File: config.mk
export PLATFORM = sky130hd
export DESIGN_NAME = mmu_walk_port_arbiter_flat
export DESIGN_NICKNAME = d
export VERILOG_FILES = /design/src/rtl/mmu_walk_port_arbiter_if.sv /design/src/rtl/mmu_walk_port_arbiter.sv /design/src/flat_wrapper.sv
export SDC_FILE = /design/constraint.sdc
export NUM_CORES = 1
export LEC_CHECK = 0
export BUFFER_PORTS_ARGS = -buffer_cell sky130_fd_sc_hd__buf_2
export CAP_MARGIN = 20
export CORE_ASPECT_RATIO = 1.25
export CORE_MARGIN = 2
export CORE_UTILIZATION = 50
export CTS_CLUSTER_DIAMETER = 150
export DETAILED_ROUTE_END_ITERATION = 6
export HOLD_SLACK_MARGIN = 0.06
export PLACE_DENSITY_LB_ADDON = 0.2
export SLEW_MARGIN = 30
export SYNTH_ARGS = -nofsm -noshare
export SYNTH_HDL_FRONTEND = slang
export SYNTH_SLANG_ARGS = --single-unit
File: constraint.sdc
create_clock -name clk -period 6.04 [get_ports clk]
set_input_delay 1.51 -clock clk [delete_from_list [all_inputs] [get_ports clk]]
set_output_delay 1.51 -clock clk [all_outputs]
set_load 0.05 [all_outputs]
File: src/rtl/mmu_walk_port_arbiter_if.sv
// Walker-side request/response bus and cache walker port of the PTE read arbiter.
// slave: the arbiter's view. master: the environment (walkers + cache) view.
interface mmu_walk_port_arbiter_if #(
  parameter int unsigned ADDR_WIDTH  = 64,
  parameter int unsigned DATA_WIDTH  = 64,
  parameter int unsigned CHANNEL_NUM = 2
);

  // Walker channels
  logic [CHANNEL_NUM-1:0]            req_valid;
  logic [CHANNEL_NUM*ADDR_WIDTH-1:0] req_addr;
  logic [CHANNEL_NUM-1:0]            req_ready;
  logic [CHANNEL_NUM-1:0]            resp_valid;
  logic [DATA_WIDTH-1:0]             resp_data;
  logic                              flush;

  // Cache walker port
  logic [ADDR_WIDTH-1:0]             cache_address;
  logic                              cache_ren;
  logic [DATA_WIDTH-1:0]             cache_rdata;
  logic                              cache_miss;

  modport slave (
    input  req_valid,
    input  req_addr,
    input  flush,
    input  cache_rdata,
    input  cache_miss,
    output req_ready,
    output resp_valid,
    output resp_data,
    output cache_address,
    output cache_ren
  );

  modport master (
    output req_valid,
    output req_addr,
    output flush,
    output cache_rdata,
    output cache_miss,
    input  req_ready,
    input  resp_valid,
    input  resp_data,
    input  cache_address,
    input  cache_ren
  );

endinterface

File: src/rtl/mmu_walk_port_arbiter.sv
// Round-robin arbiter between page-table walkers and a single MMU-cache walker
// read port. Repeat PTE reads are served from a small fully-associative FIFO
// buffer; buffer misses are forwarded to the cache and held until it hits.
// Only one request is outstanding at a time.
module mmu_walk_port_arbiter #(
  parameter int unsigned ADDR_WIDTH  = 64,
  parameter int unsigned DATA_WIDTH  = 64,
  parameter int unsigned CHANNEL_NUM = 2,
  parameter int unsigned PTE_ENTRIES = 4
) (
  input logic                    clk,
  input logic                    rst,
  mmu_walk_port_arbiter_if.slave bus
);

  // Byte-granule bits inside one PTE; ignored for tagging.
  localparam int unsigned G     = $clog2(DATA_WIDTH / 8);
  localparam int unsigned TAG_W = ADDR_WIDTH - G;
  localparam int unsigned CH_W  = (CHANNEL_NUM > 1) ? $clog2(CHANNEL_NUM) : 1;
  localparam int unsigned PTR_W = (PTE_ENTRIES > 1) ? $clog2(PTE_ENTRIES) : 1;

  localparam logic [CH_W-1:0]  CH_LAST  = CH_W'(CHANNEL_NUM - 1);
  localparam logic [PTR_W-1:0] PTR_LAST = PTR_W'(PTE_ENTRIES - 1);

  typedef enum logic [1:0] {
    StIdle,
    StCache,
    StResp
  } state_e;

  state_e state_q, state_d;

  // Request context and response register
  logic [ADDR_WIDTH-1:0] addr_q;
  logic [CH_W-1:0]       ch_q;
  logic [DATA_WIDTH-1:0] data_q;
  logic [CH_W-1:0]       rr_last_q;

  // PTE buffer
  logic [PTE_ENTRIES-1:0] ent_valid_q;
  logic [TAG_W-1:0]       ent_tag_q  [PTE_ENTRIES];
  logic [DATA_WIDTH-1:0]  ent_data_q [PTE_ENTRIES];
  logic [PTR_W-1:0]       fill_ptr_q;

  // Combinational helpers
  logic                  gnt_any;
  logic [CH_W-1:0]       gnt_idx;
  int unsigned           cand;
  logic [ADDR_WIDTH-1:0] gnt_addr;
  logic [TAG_W-1:0]      gnt_tag;
  logic                  buf_hit;
  logic [DATA_WIDTH-1:0] buf_data;
  logic                  lookup_hit;
  logic                  accept;
  logic                  fill;

  logic [CHANNEL_NUM-1:0] req_ready;
  logic [CHANNEL_NUM-1:0] resp_valid;
  logic [ADDR_WIDTH-1:0]  cache_address;
  logic                   cache_ren;

  // Round-robin pick: first valid channel after the last one served.
  always_comb begin
    gnt_any = 1'b0;
    gnt_idx = '0;
    cand    = 0;
    for (int unsigned k = 1; k <= CHANNEL_NUM; k++) begin
      cand = (32'(rr_last_q) + k) % CHANNEL_NUM;
      if (!gnt_any && bus.req_valid[CH_W'(cand)]) begin
        gnt_any = 1'b1;
        gnt_idx = CH_W'(cand);
      end
    end
  end

  assign gnt_addr = bus.req_addr[32'(gnt_idx) * ADDR_WIDTH +: ADDR_WIDTH];
  assign gnt_tag  = gnt_addr[ADDR_WIDTH-1:G];
  assign accept   = (state_q == StIdle) && gnt_any;
  assign fill     = (state_q == StCache) && !bus.cache_miss;

  // Buffer lookup; lowest matching index wins if tags are ever duplicated.
  always_comb begin
    buf_hit  = 1'b0;
    buf_data = '0;
    for (int unsigned e = 0; e < PTE_ENTRIES; e++) begin
      if (!buf_hit && ent_valid_q[e] && (ent_tag_q[e] == gnt_tag)) begin
        buf_hit  = 1'b1;
        buf_data = ent_data_q[e];
      end
    end
  end

  // A flush in the accept cycle must not return a stale translation.
  assign lookup_hit = buf_hit && !bus.flush;

  // State register
  always_ff @(posedge clk or posedge rst) begin
    if (rst) begin
      state_q <= StIdle;
    end else begin
      state_q <= state_d;
    end
  end

  // Next-state logic
  always_comb begin
    state_d = state_q;
    unique case (state_q)
      StIdle: begin
        if (accept) begin
          state_d = lookup_hit ? StResp : StCache;
        end
      end
      StCache: begin
        if (!bus.cache_miss) begin
          state_d = StResp;
        end
      end
      StResp: begin
        state_d = StIdle;
      end
      default: begin
        state_d = StIdle;
      end
    endcase
  end

  // Outputs decoded from state
  always_comb begin
    req_ready     = '0;
    resp_valid    = '0;
    cache_ren     = 1'b0;
    cache_address = '0;
    unique case (state_q)
      StIdle: begin
        if (gnt_any) begin
          req_ready[gnt_idx] = 1'b1;
        end
      end
      StCache: begin
        cache_ren     = 1'b1;
        cache_address = addr_q;
      end
      StResp: begin
        resp_valid[ch_q] = 1'b1;
      end
      default: begin
        req_ready = '0;
      end
    endcase
  end

  assign bus.req_ready     = req_ready;
  assign bus.resp_valid    = resp_valid;
  assign bus.resp_data     = data_q;
  assign bus.cache_ren     = cache_ren;
  assign bus.cache_address = cache_address;

  // Request context, response data, arbitration history and fill pointer
  always_ff @(posedge clk or posedge rst) begin
    if (rst) begin
      addr_q     <= '0;
      ch_q       <= '0;
      data_q     <= '0;
      rr_last_q  <= CH_LAST;
      fill_ptr_q <= '0;
    end else begin
      if (accept) begin
        addr_q <= gnt_addr;
        ch_q   <= gnt_idx;
        if (lookup_hit) begin
          data_q <= buf_data;
        end
      end
      if (fill) begin
        data_q     <= bus.cache_rdata;
        fill_ptr_q <= (fill_ptr_q == PTR_LAST) ? '0 : fill_ptr_q + 1'b1;
      end
      if (state_q == StResp) begin
        rr_last_q <= ch_q;
      end
    end
  end

  // Valid bits: flush beats a coincident fill, leaving that entry invalid.
  always_ff @(posedge clk or posedge rst) begin
    if (rst) begin
      ent_valid_q <= '0;
    end else if (bus.flush) begin
      ent_valid_q <= '0;
    end else if (fill) begin
      ent_valid_q[fill_ptr_q] <= 1'b1;
    end
  end

  // Buffer payload; meaningless while the valid bit is clear, so no reset.
  always_ff @(posedge clk) begin
    if (fill) begin
      ent_tag_q[fill_ptr_q]  <= addr_q[ADDR_WIDTH-1:G];
      ent_data_q[fill_ptr_q] <= bus.cache_rdata;
    end
  end

endmodule

File: src/flat_wrapper.sv
// flat-port wrapper written by rule: the top's interface ports become plain ports
module mmu_walk_port_arbiter_flat 
#(
  parameter int unsigned ADDR_WIDTH  = 64,
  parameter int unsigned DATA_WIDTH  = 64,
  parameter int unsigned CHANNEL_NUM = 2,
  parameter int unsigned PTE_ENTRIES = 4
)
  (clk, rst, bus_req_valid, bus_req_addr, bus_flush, bus_cache_rdata, bus_cache_miss, bus_req_ready, bus_resp_valid, bus_resp_data, bus_cache_address, bus_cache_ren);
  mmu_walk_port_arbiter_if #(.ADDR_WIDTH(ADDR_WIDTH), .DATA_WIDTH(DATA_WIDTH), .CHANNEL_NUM(CHANNEL_NUM)) bus_i ();
  input logic clk;
  input logic rst;
  input wire logic [$bits(bus_i.req_valid)-1:0] bus_req_valid;
  input wire logic [$bits(bus_i.req_addr)-1:0] bus_req_addr;
  input wire logic [$bits(bus_i.flush)-1:0] bus_flush;
  input wire logic [$bits(bus_i.cache_rdata)-1:0] bus_cache_rdata;
  input wire logic [$bits(bus_i.cache_miss)-1:0] bus_cache_miss;
  output wire logic [$bits(bus_i.req_ready)-1:0] bus_req_ready;
  output wire logic [$bits(bus_i.resp_valid)-1:0] bus_resp_valid;
  output wire logic [$bits(bus_i.resp_data)-1:0] bus_resp_data;
  output wire logic [$bits(bus_i.cache_address)-1:0] bus_cache_address;
  output wire logic [$bits(bus_i.cache_ren)-1:0] bus_cache_ren;
  assign bus_i.req_valid = bus_req_valid;
  assign bus_i.req_addr = bus_req_addr;
  assign bus_i.flush = bus_flush;
  assign bus_i.cache_rdata = bus_cache_rdata;
  assign bus_i.cache_miss = bus_cache_miss;
  assign bus_req_ready = bus_i.req_ready;
  assign bus_resp_valid = bus_i.resp_valid;
  assign bus_resp_data = bus_i.resp_data;
  assign bus_cache_address = bus_i.cache_address;
  assign bus_cache_ren = bus_i.cache_ren;
  mmu_walk_port_arbiter #(.ADDR_WIDTH(ADDR_WIDTH), .DATA_WIDTH(DATA_WIDTH), .CHANNEL_NUM(CHANNEL_NUM), .PTE_ENTRIES(PTE_ENTRIES)) u_core (.clk(clk), .rst(rst), .bus(bus_i));
endmodule
# After elaboration in Yosys (flattened, before gate mapping)
# Memory sizes are Yosys's and may differ from the RTL's.
# Cells that the tools add are included.
# Widths: inputs -> output; s select.
# totals
mem_count	2
latch_bits	0
ff_bits	138
out_inout_bits	133
mem_bits_rw	500
in_bits	198
romBits	0
# classes
order_cmp	8
n_eq_ne	9
n_reduce_logical	26
n_div	0
n_addsub	3
muxes	39
bitwise_logic	1
n_mul	0
n_shift	1
# mem_list
name	depth	width	read_ports	rd_clocked_by_memory_dff	wr	line	rtl
u_core.ent_data_q	4	64	4	0	1	mmu_walk_port_arbiter.sv:42	logic [DATA_WIDTH-1:0] ent_data_q [PTE_ENTRIES];
u_core.ent_tag_q	4	61	4	0	1	mmu_walk_port_arbiter.sv:41	logic [TAG_W-1:0] ent_tag_q [PTE_ENTRIES];
# op_table
cell	count
$mux 64	8
$eq 61x61->1	4
$shiftx 128x8->64	1
$mux 1	18
$logic_and 1x1->1	14
$mux 2	7
$lt 1x2->1 const B	4
$mux 4	2
$logic_not 1->1	6
$reduce_bool 2->1	3
$eq 2x2->1 const B	2
$or 4x4->4	1
$pmux 2 s2	1
$reduce_and 2->1	2
$lt 2x3->1 const B	1
$add 1x1->1 const B	2
$add 2x1->2 const B	1
$demux 1 s1	2
$demux 1 s2	1
$eq 2x1->1 const B	1
$ge 1x1->1 const B	2
$ge 2x1->1 const B	1
$logic_not 2->1	1
$ne 2x1->1 const B	1
$ne 2x2->1 const B	1

# Longest topological paths before layout
# depth
ltp_word	27
ltp_mapped	17
mapped_depth_nobuf	10

# Least setup slack after synthesis
# Ideal clock, no wire load.
# synth_path
path_kind	input port to flip-flop
start	input bus_cache_miss
end	memory u_core.ent_data_q[3][0] (enable)
setup_slack_ns	0.508
required_ns	5.540
n_path_buf	2
arrival_ns	5.032
setup_ns	0.500
cell_stages	4
path_cell_list	nor2b_1 -> clkbuf_1 -> clkbuf_1 -> and2_1
# synth_via
elab_chain_len	4
# synth_lines
item	line	rtl
start, declared	flat_wrapper.sv:17	input wire logic [$bits(bus_i.cache_miss)-1:0] bus_cache_miss;
$logic_not 1->1	mmu_walk_port_arbiter.sv:79	assign fill = (state_q == StCache) && !bus.cache_miss;
$logic_and 1x1->1	mmu_walk_port_arbiter.sv:79	
$mux 1	mmu_walk_port_arbiter.sv:198	if (fill) begin
$mux 1 (implied by the code)	mmu_walk_port_arbiter.sv:200	ent_data_q[fill_ptr_q] <= bus.cache_rdata;
end, declared	mmu_walk_port_arbiter.sv:42	
# No other way between the ends.

# Worst setup path after layout
# layout_path
start	input bus_req_valid[1]
end	register u_core.data_q[39], in the netlist u_core.bus.resp_data[39]
# layout_via
elab_chain_len	25
elab_cells_between_ends	41
classes_between	4 x eq/ne; 1 x shift; 19 x mux; 17 x reduce/logical
# layout_lines
item	line	rtl
start, declared	flat_wrapper.sv:13	input wire logic [$bits(bus_i.req_valid)-1:0] bus_req_valid;
$mux 1 (implied by the code) (2 in series)	mmu_walk_port_arbiter.sv:69	if (!gnt_any && bus.req_valid[CH_W'(cand)]) begin
$mux 1	mmu_walk_port_arbiter.sv:69	
$logic_not 1->1	mmu_walk_port_arbiter.sv:69	
$logic_and 1x1->1	mmu_walk_port_arbiter.sv:69	
$mux 1	mmu_walk_port_arbiter.sv:69	
$shiftx 128x8->64	mmu_walk_port_arbiter.sv:76	assign gnt_addr = bus.req_addr[32'(gnt_idx) * ADDR_WIDTH +: ADDR_WIDTH];
$eq 61x61->1	mmu_walk_port_arbiter.sv:86	if (!buf_hit && ent_valid_q[e] && (ent_tag_q[e] == gnt_tag)) begin
$logic_and 1x1->1	mmu_walk_port_arbiter.sv:86	
(+6 left out)	-	
$logic_and 1x1->1 (2 in series)	mmu_walk_port_arbiter.sv:86	
$mux 1	mmu_walk_port_arbiter.sv:86	
$logic_not 1->1	mmu_walk_port_arbiter.sv:86	
$logic_and 1x1->1 (2 in series)	mmu_walk_port_arbiter.sv:86	
$mux 64 / $mux 1 (equally long branches)	mmu_walk_port_arbiter.sv:86	
$mux 64 / $logic_and 1x1->1 (equally long branches)	mmu_walk_port_arbiter.sv:171, mmu_walk_port_arbiter.sv:94	
$mux 64 / $reduce_bool 2->1 (equally long branches)	-	
$mux 64 / $reduce_and 2->1 (equally long branches)	-	
end signal, assigned	mmu_walk_port_arbiter.sv:172	data_q <= buf_data;
end signal, assigned	mmu_walk_port_arbiter.sv:176	data_q <= bus.cache_rdata;
end, declared	mmu_walk_port_arbiter.sv:36	logic [DATA_WIDTH-1:0] data_q;
# Several ways; a longest one is shown, not always the timed one. The select of a mux whose other input is x is not followed.
# A chain may end at the register's enable or synchronous reset.

==> summary.txt <==
Timing
  • RSZ-0062 raised after global routing: false
  • Crit share post-route: 0.988
  • Min Hold Slack: 0.500 ns
  • Final hold violation count: 0
  • Relative slew slack: 0.358
  • Setup WS post-layout: 0.0712 ns
  • Clock skew: 0.0278 ns
  • Period minus WS final: 5.97 ns
  • Fmax: 0.168 GHz
  • Sum Neg Setup Slack: 0 ns
  • Finish-stage setup viols: 0
  • Worst-Margin Slew: 0.938 ns
  • Slew Limit Fails: 0

Final layout
  • Share of cells above drive strength 1: 0.219
  • Area delta synth->final: 19.2%
  • Final #Nets: 2825

Synthesis
  • Synthesized cell area: 28500 um2
  • FFs w/ async S/R, synth: 0.216
  • Synth top area cells: edfxtp_1 (53%), dfrtp_1 (12%), mux2i_1 (4.3%)
  • Synth Net Count: 2409
  • Warnings, synthesis: 0
  • Share of the synthesized area in the top cell type: 0.528
  • EDFF count, synth: 500
  • Mapped Cells: 2207
  • Synthesized flop and latch total: 638
  • Top FF cell, synth: edfxtp_1
  • Largest area contributor in the netlist: edfxtp_1
  • Synth unique cells: 64
  • Post-synth top cells: edfxtp_1 (500), nand2_1 (216), o21ai_0 (149)
  • Post-synthesis sequential area ratio: 0.649
  • Synthesized area per cell: 12.9 um2
  • Top-count cell post-synth: edfxtp_1

Power and ir drop
  • Net load switching power: 5.99 mW
  • VDD IR max: 421 uV
  • Sw frac: 0.391
  • Leak: 13.4 nW
  • Internal power: 9.33 mW
  • Clock share of power: 0.268
  • PD cells: 452 nW/um2
  • Total chip power: 15.3 mW
  • Sequential power share: 0.445
  • Combinational share of power: 0.286

Setup path
  • Req. time, crit path: 6.53 ns
  • Worst setup SP type: primary input
  • Slowest cell on crit path: or4_4
  • Critical Path Fanout Max: 29
  • Crit path buf inv count: 5
  • CP cell instances: buf_2 > a21boi_4 > buf_4 > mux2i_1 > buf_4 > o22ai_1 > nor4_4 > nand4_1 > or4_4 > nor3_4 > buf_12 > buf_12 > mux2_1 > mux2i_1 > a21oi_1
  • Worst setup path class: in2reg
  • Crit end category: register
  • Critical path's top delay family: simple AND/OR/NAND/NOR gates
  • Worst path arrival time: 6.46 ns
  • Slowest stage delay, CP: 0.70 ns

Die
  • Num rows: 97
  • Core area: 56200 um2
  • Die ar.: 58900 um2
  • Die W: 217 um
  • Chip height: 271 um
  • Initial core utilization: 0.506
  • Boundary pin count: 331

Flow run
  • Max Cap Violations: 0

CTS
  • Worst-Skew Late Latency: 0.62 ns
  • Clk slew on worst S/H paths: 0.06 ns
  • Root Buffer: clkbuf_16
  • CTS buffer count: 66
  • Setup bufs post-CTS: 0
  • Clock sinks: 638
  • H-tree levels: 3
  • CTS tree: yes
  • Clk buf depth: 3

Global route
  • Gr ovfl total: 0
  • Total track usage: 0.392
  • Largest net degree at the start of global routing: 100
  • Vias in the first global route: 21400
  • Global-route wire length before repair: 161 mm
  • Antenna violations before repair: 5

Drt
  • Vias/cell: 6.30
  • DRC errors left: 0
  • Routed WL per cell: 33.8 um
  • Drt pass-1 iters: 7
  • DRT Wirelength: 116 mm
  • Initial DRC Count: 2472
  • Vias post-DR: 21500
  • Detail Route Antenna Nets: 0

Placement
  • # port buffers: 330
  • Gpl congestion: 1.07
  • DP Worst Slack: -0.383 ns
  • Post-DP HPWL: 84.5 mm

Hold path
  • Min-Delay Path Class: reg2reg

Outcome
  • Status: finished, final reports clean
## cells in the final DEF (no fill, tap or decap), types with 8 or more instances in the layout
cell	count
edfxtp_1	500
buf_2	331
nand2_1	215
o21ai_0	148
dfrtp_1	137
and3_1	134
mux2i_1	120
inv_1	107
buf_4	101
a21oi_1	88
clkbuf_16	67
and2_1	66
xor2_1	63
xnor2_1	59
mux2_1	54
o22ai_1	52
nor2_1	49
a221oi_1	27
nor4_1	25
buf_12	19
nand4_1	18
o2bb2ai_1	17
nand3_1	16
a22oi_1	15
o221ai_1	15
a211oi_1	14
nor2b_1	14
nand2b_1	13
a222oi_1	12
clkbuf_1	12
o2111ai_1	11
nor3_1	11
mux2_2	10
clkinv_1	10
clkinv_2	9
a22o_1	8
## worst reg2reg max path, cell delays in order (launching register included)
cell      delay [ns]
dfstp_2         0.39
a21boi_4        0.41
buf_4           0.54
mux2i_1         0.44
buf_4           0.28
o22ai_1         0.15
nor4_4          0.53
nand4_1         0.52
or4_4           0.70
nor3_4          0.21
buf_12          0.20
buf_12          0.18
mux2_1          0.35
mux2i_1         0.17
a21oi_1         0.09
## per-stage QoR
stage	cells	area [um2]	util
6_report	3419	33900	0.604
5_1_grt	3419	33900	0.604
4_1_cts	3417	33900	0.603
3_5_place_dp	3297	31800	0.565
3_3_place_gp	3296	31700	0.565
2_1_floorplan	2207	28500	-
## worst paths after layout
kind	from	end	slack, ns	depth (start not counted)
worst min-delay path	u_core.ent_valid_q[1]	u_core.ent_valid_q[1]	0.50	2
min in group asynchronous	rst	u_core.bus.resp_data[23]	0.93	2
worst max-delay path	bus_req_valid[1]	u_core.bus.resp_data[39]	0.07	15
worst min register to register	u_core.ent_valid_q[1]	u_core.ent_valid_q[1]	0.50	2
worst max register to register	u_core.rr_last_q	u_core.bus.resp_data[39]	0.75	14
max in group asynchronous	rst	u_core.bus.resp_data[51]	4.09	3
## layer usage
metal / global-route usage / up-vias / wire, um
li1: - / 9111 / -
met1: 0.470 / 10800 / 41100
met2: 0.642 / 1294 / 55700
met3: 0.0705 / 328 / 9420
met4: 0.272 / 6 / 9330
met5: 0 / - / 41
## flip-flops by register name, summed over array words and instances (netlist names)
register	flops
u_core.ent_data_q	256
u_core.ent_tag_q	244
u_core.addr_q	64
u_core.bus.resp_data	64
u_core.ent_valid_q	4
u_core.fill_ptr_q	2
u_core.state_q	2
u_core.ch_q	1
u_core.rr_last_q	1
## logic make-up (layout without fill, tap and decap cells)
| kind of cell | count (synthesis) | after routing | synth area share |
|---|---|---|---|
| fa+ha+maj | 4 | 4 | 0.00176 |
| mux | 187 | 187 | 0.0688 |
| simple gates | 588 | 588 | 0.106 |
| flops | 638 | 638 | 0.649 |
| xor+xnor | 122 | 122 | 0.0375 |
| other cells | 0 | 2 | 0 |
| buf+inv | 211 | 679 | 0.0336 |
| compound gates | 457 | 457 | 0.103 |
## power groups by stage
| stage | Clock (mW) | Combinational [mW] | Sequential (mW) |
|---|---|---|---|
| after floorplan | 0 | 2.17 | 7.13 |
| after global placement | 0 | 4.28 | 6.82 |
| after detailed placement | 0 | 4.34 | 6.85 |
| after CTS | 4.13 | 4.35 | 6.78 |
| after global routing | 4.30 | 4.60 | 6.86 |
| final | 4.11 | 4.38 | 6.82 |
## cell type report
type,count,area (um2)
Antenna cell,2,5.00
Clock buffer,86,1820
Clock inverter,34,317
Fill cell,4495,22300
Inverter,108,410
Multi-Input combinational cell,1358,9170
Sequential cell,638,18500
Tap cell,742,928
Timing Repair Buffer,451,2800
## repair_timing
action,in CTS,in global routing
setup endpoints to repair,0,62
hold buffers,0,0
resized for setup,0,2
Power figures use the tool's default switching activity.
